File: src/rtl/mips_tb_pkg.sv
// Shared types and helpers for the MIPS run monitor: state encoding and width sizing.
package mips_tb_pkg;

  typedef enum logic [1:0] {
    IDLE    = 2'd0,
    RUN     = 2'd1,
    HALTED  = 2'd2,
    TIMEOUT = 2'd3
  } monitor_state_t;

  localparam logic [1:0] STATE_IDLE    = 2'd0;
  localparam logic [1:0] STATE_RUN     = 2'd1;
  localparam logic [1:0] STATE_HALTED  = 2'd2;
  localparam logic [1:0] STATE_TIMEOUT = 2'd3;

  // Bit width needed to index `value` items, never less than one bit.
  function automatic int width_for(input int value);
    return (value <= 2) ? 1 : $clog2(value);
  endfunction

endpackage

File: src/rtl/mips_trace_buffer.sv
// Circular trace of logged results with occupancy, sticky overflow and
// registered read addressed relative to the oldest retained entry.
module mips_trace_buffer
  import mips_tb_pkg::*;
#(
  parameter int DATA_WIDTH  = 32,
  parameter int TRACE_DEPTH = 16
) (
  input  logic                                 clk,
  input  logic                                 reset,
  input  logic                                 clear,
  input  logic                                 wr_en,
  input  logic [DATA_WIDTH-1:0]                wr_data,
  input  logic [width_for(TRACE_DEPTH)-1:0]    rd_idx,
  output logic [DATA_WIDTH-1:0]                rd_data,
  output logic [width_for(TRACE_DEPTH+1)-1:0]  count,
  output logic                                 overflow
);

  localparam int PW = width_for(TRACE_DEPTH);
  localparam int CW = width_for(TRACE_DEPTH + 1);
  localparam logic [CW-1:0] FULL = CW'(TRACE_DEPTH);

  logic [DATA_WIDTH-1:0] mem [TRACE_DEPTH];
  logic [PW-1:0]         wr_ptr;
  logic [PW-1:0]         rd_addr;
  logic                  full;
  logic                  rd_valid;

  assign full     = (count == FULL);
  // A full buffer's count truncates to 0 here, which is the correct modulo result.
  assign rd_addr  = wr_ptr - count[PW-1:0] + rd_idx;
  assign rd_valid = (CW'(rd_idx) < count);

  always_ff @(posedge clk) begin
    if (wr_en) begin
      mem[wr_ptr] <= wr_data;
    end
  end

  always_ff @(posedge clk or posedge reset) begin
    if (reset) begin
      wr_ptr   <= '0;
      count    <= '0;
      overflow <= 1'b0;
    end else if (clear) begin
      wr_ptr   <= '0;
      count    <= '0;
      overflow <= 1'b0;
    end else if (wr_en) begin
      wr_ptr <= wr_ptr + PW'(1);
      if (full) begin
        overflow <= 1'b1;
      end else begin
        count <= count + CW'(1);
      end
    end
  end

  always_ff @(posedge clk or posedge reset) begin
    if (reset) begin
      rd_data <= '0;
    end else begin
      rd_data <= rd_valid ? mem[rd_addr] : '0;
    end
  end

endmodule

File: src/rtl/mips_result_monitor.sv
// Bounded run monitor for the single-cycle MIPS: logs result changes, halts on a
// stable result, or times out after a cycle budget.
module mips_result_monitor
  import mips_tb_pkg::*;
#(
  parameter int DATA_WIDTH     = 32,
  parameter int TRACE_DEPTH    = 16,
  parameter int STALL_LIMIT    = 8,
  parameter int TIMEOUT_CYCLES = 1024
) (
  input  logic                                    clk,
  input  logic                                    reset,
  input  logic                                    start_i,
  input  logic [DATA_WIDTH-1:0]                   result_i,
  input  logic [width_for(TRACE_DEPTH)-1:0]       rd_idx_i,
  output logic [DATA_WIDTH-1:0]                   rd_data_o,
  output logic [1:0]                              state_o,
  output logic                                    done_o,
  output logic                                    halted_o,
  output logic                                    timeout_o,
  output logic                                    overflow_o,
  output logic [width_for(TIMEOUT_CYCLES+1)-1:0]  cycle_count_o,
  output logic [width_for(TRACE_DEPTH+1)-1:0]     trace_count_o,
  output logic [DATA_WIDTH-1:0]                   final_result_o
);

  localparam int CYW = width_for(TIMEOUT_CYCLES + 1);
  localparam int SW  = width_for(STALL_LIMIT + 1);
  localparam logic [CYW-1:0] CYCLE_LIMIT = CYW'(TIMEOUT_CYCLES);
  localparam logic [SW-1:0]  STALL_LAST  = SW'(STALL_LIMIT - 1);

  monitor_state_t        state;
  monitor_state_t        state_next;
  logic [SW-1:0]         stable_cnt;
  logic [CYW-1:0]        cycle_count;
  logic [DATA_WIDTH-1:0] final_result;
  logic                  first;
  logic                  sampling;
  logic                  changed;
  logic                  enter_run;
  logic                  hit_halt;
  logic                  hit_timeout;

  // final_result doubles as the previous sample; the first flag masks its cleared value.
  assign sampling    = (state == RUN);
  assign changed     = first || (result_i != final_result);
  assign hit_halt    = sampling && !changed && (stable_cnt == STALL_LAST);
  assign hit_timeout = sampling && ((cycle_count + CYW'(1)) == CYCLE_LIMIT);

  always_comb begin
    state_next = state;
    enter_run  = 1'b0;
    case (state)
      IDLE, HALTED, TIMEOUT: begin
        if (start_i) begin
          state_next = RUN;
          enter_run  = 1'b1;
        end
      end
      RUN: begin
        if (hit_halt) begin
          state_next = HALTED;
        end else if (hit_timeout) begin
          state_next = TIMEOUT;
        end
      end
      default: state_next = IDLE;
    endcase
  end

  always_ff @(posedge clk or posedge reset) begin
    if (reset) begin
      state <= IDLE;
    end else begin
      state <= state_next;
    end
  end

  always_ff @(posedge clk or posedge reset) begin
    if (reset) begin
      cycle_count  <= '0;
      stable_cnt   <= '0;
      first        <= 1'b0;
      final_result <= '0;
    end else if (enter_run) begin
      cycle_count  <= '0;
      stable_cnt   <= '0;
      first        <= 1'b1;
      final_result <= '0;
    end else if (sampling) begin
      cycle_count  <= cycle_count + CYW'(1);
      final_result <= result_i;
      first        <= 1'b0;
      stable_cnt   <= changed ? '0 : stable_cnt + SW'(1);
    end
  end

  mips_trace_buffer #(
    .DATA_WIDTH  (DATA_WIDTH),
    .TRACE_DEPTH (TRACE_DEPTH)
  ) u_trace (
    .clk      (clk),
    .reset    (reset),
    .clear    (enter_run),
    .wr_en    (sampling && changed),
    .wr_data  (result_i),
    .rd_idx   (rd_idx_i),
    .rd_data  (rd_data_o),
    .count    (trace_count_o),
    .overflow (overflow_o)
  );

  assign state_o        = state;
  assign done_o         = (state_o == STATE_HALTED) || (state_o == STATE_TIMEOUT);
  assign halted_o       = (state_o == STATE_HALTED);
  assign timeout_o      = (state_o == STATE_TIMEOUT);
  assign cycle_count_o  = cycle_count;
  assign final_result_o = final_result;

endmodule

File: config.mk
export PLATFORM = sky130hd
export DESIGN_NAME = mips_result_monitor
export DESIGN_NICKNAME = d
export VERILOG_FILES = /design/src/rtl/mips_tb_pkg.sv /design/src/rtl/mips_trace_buffer.sv /design/src/rtl/mips_result_monitor.sv
export SDC_FILE = /design/constraint.sdc
export NUM_CORES = 1
export LEC_CHECK = 0
export ABC_AREA = 0
export BUFFER_PORTS_ARGS = -buffer_cell sky130_fd_sc_hd__buf_2
export CAP_MARGIN = 10
export CORE_MARGIN = 2
export CORE_UTILIZATION = 34
export CTS_CLUSTER_SIZE = 40
export DETAILED_ROUTE_END_ITERATION = 16
export PLACE_DENSITY = 0.53
export SLEW_MARGIN = 0
export SYNTH_ARGS = -nofsm -noshare
export SYNTH_HDL_FRONTEND = slang
export SYNTH_SLANG_ARGS = --single-unit
export TNS_END_PERCENT = 10
File: constraint.sdc
create_clock -name clk -period 5.9 [get_ports clk]
set_input_delay 0 -clock clk [delete_from_list [all_inputs] [get_ports clk]]
set_output_delay 0 -clock clk [all_outputs]
set_load 0.005 [all_outputs]
Word-level counts from Yosys, hierarchy flattened. Memories as Yosys holds them, arrays and structs flattened. Index checks and enable logic that the tools add are counted.

Flip-flop bits (word level): 92. Memories kept: 1. Memory bits (writable): 512. Latch bits: 0. ROM bits: 0. Output and inout port bits: 86. Input bits: 39. Logic and storage cells: 68.

Memories: u_trace.mem (depth 16, bits a word 32, read ports 1, clocked after memory_dff 0, wr ports 1, RTL line mips_trace_buffer.sv:24) `logic [DATA_WIDTH-1:0] mem [TRACE_DEPTH];`.

Mux-type cells: 26. Bitwise operators: 0. Shift operators: 0. $add $sub $neg: 6. Reduce and logical (&&, ||, !) cells: 15. Div/mod/pow operators: 0. Order comparisons: 1. Equality and inequality tests: 10. $mul: 0.

Operators by type and width (number): two-way mux 32 bit (3); != test 32 bit (1); two-way mux 11 bit (2); two-way mux 4 bit (5); two-way mux 5 bit (3); adder 11 x 1 -> 11 bit (second input constant) (1); == test 11 bit (second input constant) (1); two-way mux 1 bit (9); adder 4 x 1 -> 4 bit (second input constant) (2); two-way mux 2 bit (3); AND reduction 2 bit (3); nonzero test 2 bit (3); adder 5 x 1 -> 5 bit (second input constant) (1); == test 5 bit (second input constant) (1); < comparator 4 x 5 -> 1 bit (1); adder 4 bit (1); == test 2 bit (second input constant) (2); == test 4 x 3 -> 1 bit (second input constant) (1); logical AND 1 bit (4); != test 2 bit (second input constant) (2); one-hot mux 2 bit (2 select lines) (1); subtractor 4 bit (1); != test 3 x 1 -> 1 bit (second input constant) (1); OR reduction 3 bit (1); 4 further kinds (5).

Depth between registers and ports, before layout.
Depth after elaboration: 7. Depth in mapped cells: 11. Mapped depth without buffers: 10.

Hierarchy. Synthesis repeated with hierarchy kept, for this count alone.

Cell total of the unflattened synthesis: 1190. Area total of the unflattened synthesis: 24303.3 µm².

Modules (own cells, without submodules): mips_trace_buffer (area each 21503.1 µm², cells each 882, times used 1, seq. area each 16425.8 µm²); mips_result_monitor (area each 2800.2 µm², cells each 308, times used 1, seq. area each 1251.2 µm²).

Least setup slack after synthesis. Ideal clock, no wire load.

Path type: reg2reg. From: register final_result[16], in the netlist final_result_o[16]. To: memory u_trace.mem[0][0], enable pin. Stages on the path, launching flop included: 8. Setup slack: 1017 ps. Data required time: 5398 ps. Buffers on the path: 1. Clock period less this slack: 4883 ps. Arrival: 4380 ps. Library setup time: 502 ps. Cells stage by stage: dfrtp_1 -> xor2_1 -> nor4_1 -> nand4_1 -> nor3_2 -> nor2_1 -> buf_6 -> nor4bb_1.

Cells in the longest elaborated chain, start to end: 5.

Ends and longest elaborated chain: start, declared (RTL line mips_result_monitor.sv:36) `logic [DATA_WIDTH-1:0] final_result;`; start signal, assigned (RTL line mips_result_monitor.sv:92) `final_result <= result_i;`; != test 32 bit (RTL line mips_result_monitor.sv:46) `assign changed = first || (result_i != final_result);`; logical OR 1 bit (RTL line mips_result_monitor.sv:46); logical AND 1 bit (RTL line mips_result_monitor.sv:105) `.wr_en (sampling && changed),`; two-way mux 1 bit (RTL line mips_trace_buffer.sv:36) `if (wr_en) begin`; two-way mux 1 bit (not written as such) (RTL line mips_trace_buffer.sv:37) `mem[wr_ptr] <= wr_data;`; end, declared (RTL line mips_trace_buffer.sv:24).

No other way between the ends.

Final worst setup path.
From: register u_trace.wr_ptr[0]. To: register u_trace.rd_data[31].

Cells in the longest elaborated chain, start to end: 4.

Ends and longest elaborated chain: start, declared (RTL line mips_trace_buffer.sv:25) `logic [PW-1:0] wr_ptr;`; start signal, assigned (RTL line mips_trace_buffer.sv:51) `wr_ptr <= wr_ptr + PW'(1);`; subtractor 4 bit (RTL line mips_trace_buffer.sv:32) `assign rd_addr = wr_ptr - count[PW-1:0] + rd_idx;`; adder 4 bit (RTL line mips_trace_buffer.sv:32); memory (16 x 32 bit); two-way mux 32 bit (RTL line mips_trace_buffer.sv:64) `rd_data <= rd_valid ? mem[rd_addr] : '0;`; end signal, assigned (RTL line mips_trace_buffer.sv:64); end, declared (RTL line mips_trace_buffer.sv:15) `output logic [DATA_WIDTH-1:0] rd_data,`.

No other way between the ends. A chain may end at the register's enable or synchronous reset.

==> results.sh <==
export IMPL_status="complete, no violations"
export IMPL_drc_errors=0
export IMPL_wl_per_cell_microns=24.72
export IMPL_path_max_fanout=46
export IMPL_fmax_ghz=0.2465
export IMPL_grt_pass1_vias=13030
export IMPL_ys_types=57
export IMPL_fillers=6422
export IMPL_yosys_warnings=0
export IMPL_cpPeakStageDelay_ns=1.35
export IMPL_cp_top_family="adder cells"
export IMPL_clock_path_buffers=3
export IMPL_slew_headroom_pct=36.45
export IMPL_synth_edf_count=512
export IMPL_hold_class="input pin to async pin"
export IMPL_multi_input_area_sq_um=6213
export IMPL_port_buffers=124
export IMPL_numClockSinks=604
export IMPL_ios=125
export IMPL_row_count=97
export IMPL_endpoint_kind="flip-flop"
export IMPL_max_cap_violations=0
export IMPL_critPathArrivalTime_ns=4.47
export IMPL_yosysTopAreaCell="edfxtp_1"
export IMPL_antenna_found_initial=4
export IMPL_layout_nets=1512
export IMPL_cts_resized=0
export IMPL_start_util_pct=34.48
export IMPL_first_iter_violations=1014
export IMPL_cp_data_required_time_ns=6.31
export IMPL_synthTopCellsByCount="edfxtp_1, mux4_2, dfrtp_1"
export IMPL_cts_buffers=67
export IMPL_cp_buffers_inverters=3
export IMPL_synth_nets=1325
export IMPL_slew_viol_final=0
export IMPL_via_count=12490
export IMPL_seqCellArea_sq_um=17680
export IMPL_placed_cell_area_sq_um=26060
export IMPL_drive_gt1_share_pct=29.48
export IMPL_finalWeightedCongestion=0.7662
export IMPL_area_growth_pct=17.54
export IMPL_dp_hpwl_microns=33790
export IMPL_cts_max_level=3
export IMPL_syn_inst=1267
export IMPL_synth_area_sq_um=24270
export IMPL_die_width_microns=271.2
export IMPL_cts_tree="built"
export IMPL_setup_violations=0
export IMPL_die_area_sq_um=73540
export IMPL_dr_wl_met2_microns=28230
export IMPL_r2r_setup_slack_ns=1.84
export IMPL_drt_wl_total_microns=60470
export IMPL_cpMaxStageDelayCell="fa_4"
export IMPL_grt_overflow=0
export IMPL_tns_ns=0
export IMPL_m1WireLength_microns=27560
export IMPL_core_sq_um=70390
export IMPL_first_pass_iters=5
export IMPL_synthTopCellsByArea="edfxtp_1, mux4_2, dfrtp_1, a211oi_2, mux2i_1"
export IMPL_synth_seq_cells=604
export IMPL_ys_flop_type="edfxtp_1"
export IMPL_wl_met3_microns=3459
export IMPL_finalCriticalPeriod_ns=4.057
export IMPL_diodes=0
export IMPL_hold_violations=0
export IMPL_synth_top_area_share_pct=63.34
export IMPL_highest_layer="met5"
export IMPL_skew_ns=0.02683
export IMPL_clk_pin_slew_worst_paths_ns=0.06
export IMPL_ctsRootBufferMaster="clkbuf_16"
export IMPL_rsz0062_at_grt="no"
export IMPL_grt_max_degree=56
export IMPL_worstPathCellList="inv_1, ha_1, inv_1, ha_4, fa_4, buf_12, mux4_2, nor2b_1, a211oi_1, a211oi_1"
export IMPL_fin_area_sq_um=28530
export IMPL_grt_pass1_wl_microns=88740
export IMPL_die_height_microns=271.2
export IMPL_avgSynthCellArea_sq_um=19.16
export IMPL_tightest_slew_ns=0.9532
export IMPL_grt_total_usage_pct=16.52
export IMPL_post_synth_top_count_cell="edfxtp_1"
export IMPL_drtAntennaViolNets=0
export IMPL_ys_seq_area_share_pct=72.83
export IMPL_crit_type="flip-flop to flip-flop"
export IMPL_async_flop_share_pct=15.23
export IMPL_clk_latency_ns=0.60
export IMPL_fin_crit_sh_pct=68.77
export IMPL_vias_per_cell=5.106
export IMPL_startpoint_type="flip-flop"
## metal layers
| metal | track usage [%] | vias to the layer above |
|---|---|---|
| met5 | 0 | - |
| met1 | 23.48 | 6616 |
| met2 | 25.80 | 341 |
| met3 | 3.759 | 86 |
| li1 | - | 5444 |
| met4 | 4.164 | 2 |
## tightest hold or removal path, delay by kind of cell
kind     cells  cell delay [ns]
buf+inv      3             1.13
## state kept, by name, summed over array words and instances (netlist names)
signal            flops
cycle_count_o        11
final_result_o       32
first                 1
stable_cnt            4
state_o               2
u_trace.count         5
u_trace.mem         512
u_trace.overflow      1
u_trace.rd_data      32
u_trace.wr_ptr        4
## cell families (layout without fill, tap and decap cells)
| group | after synthesis | after routing | synth area share [%] |
|---|---|---|---|
| AOI/OAI and AO/OA | 110 | 110 | 3.815 |
| buffers and inverters | 91 | 330 | 2.026 |
| DFF | 604 | 604 | 72.83 |
| muxes | 165 | 165 | 13.41 |
| and+or+nand+nor | 238 | 238 | 5.371 |
| adders and majority gates | 19 | 19 | 1.072 |
| xor gates and xnor gates | 40 | 40 | 1.474 |
## worst paths after layout
check	cells past startpoint	endpoint	start
max	10	u_trace.rd_data[31]	u_trace.wr_ptr[0]
min	3	cycle_count_o[1]	reset
max reg2reg	10	u_trace.rd_data[31]	u_trace.wr_ptr[0]
min reg2reg	2	first	first
max in group asynchronous	4	u_trace.rd_data[14]	reset
min in group clk	3	state_o[0]	start_i
## repair_timing
action	4_1_cts	5_1_grt
hold buffers	33	0
hold endpoints to repair	584	0
buffers inserted	0	0
## through the flow
| step | setup slack [ns] | util, % | std cells | hold slack [ns] |
|---|---|---|---|---|
| finish | 1.843 | 40.53 | 2446 | 0.04992 |
| global route | 1.664 | 40.53 | 2446 | 0.1025 |
| global placement | 1.806 | 37.01 | 2291 | 0.1432 |
| floorplan | 1.017 | - | 1267 | 0.09887 |
| detailed placement | 1.783 | 37.02 | 2292 | 0.1363 |
| CTS | 1.751 | 40.53 | 2446 | 0.05333 |
## final cells by class
type                       instances  share of cell area (%)
clock inverter                    33                  0.9868
multi-input combinational        572                   21.78
clock buffer                      88                   6.513
tap                              940                   4.122
timing repair buffer             191                   4.394
inverter                          18                  0.2456
sequential                       604                   61.96
## placed cells by master, fill, tap and decap left out, types with 6 or more instances in the layout
cell and n:
a211oi_1 36, a211oi_2 28, a31oi_1 6, and3_2 6, and4_2 6, buf_2 125, buf_4 29, clkbuf_1 13
clkbuf_16 69, clkbuf_8 6, clkinv_1 10, clkinv_2 12, dfrtp_1 92, dlygate4sd3_1 33, edfxtp_1 512, ha_1 15
inv_1 17, mux2i_1 35, mux4_2 128, nand2_1 90, nand3_1 9, nand3b_1 34, nor2_1 17, nor2b_1 35
nor4_1 10, o21ai_0 15, xnor2_1 6, xor2_1 32
Power is not shown: default switching activity piles up to over one toggle a cycle in this logic, so the estimate is an artifact.
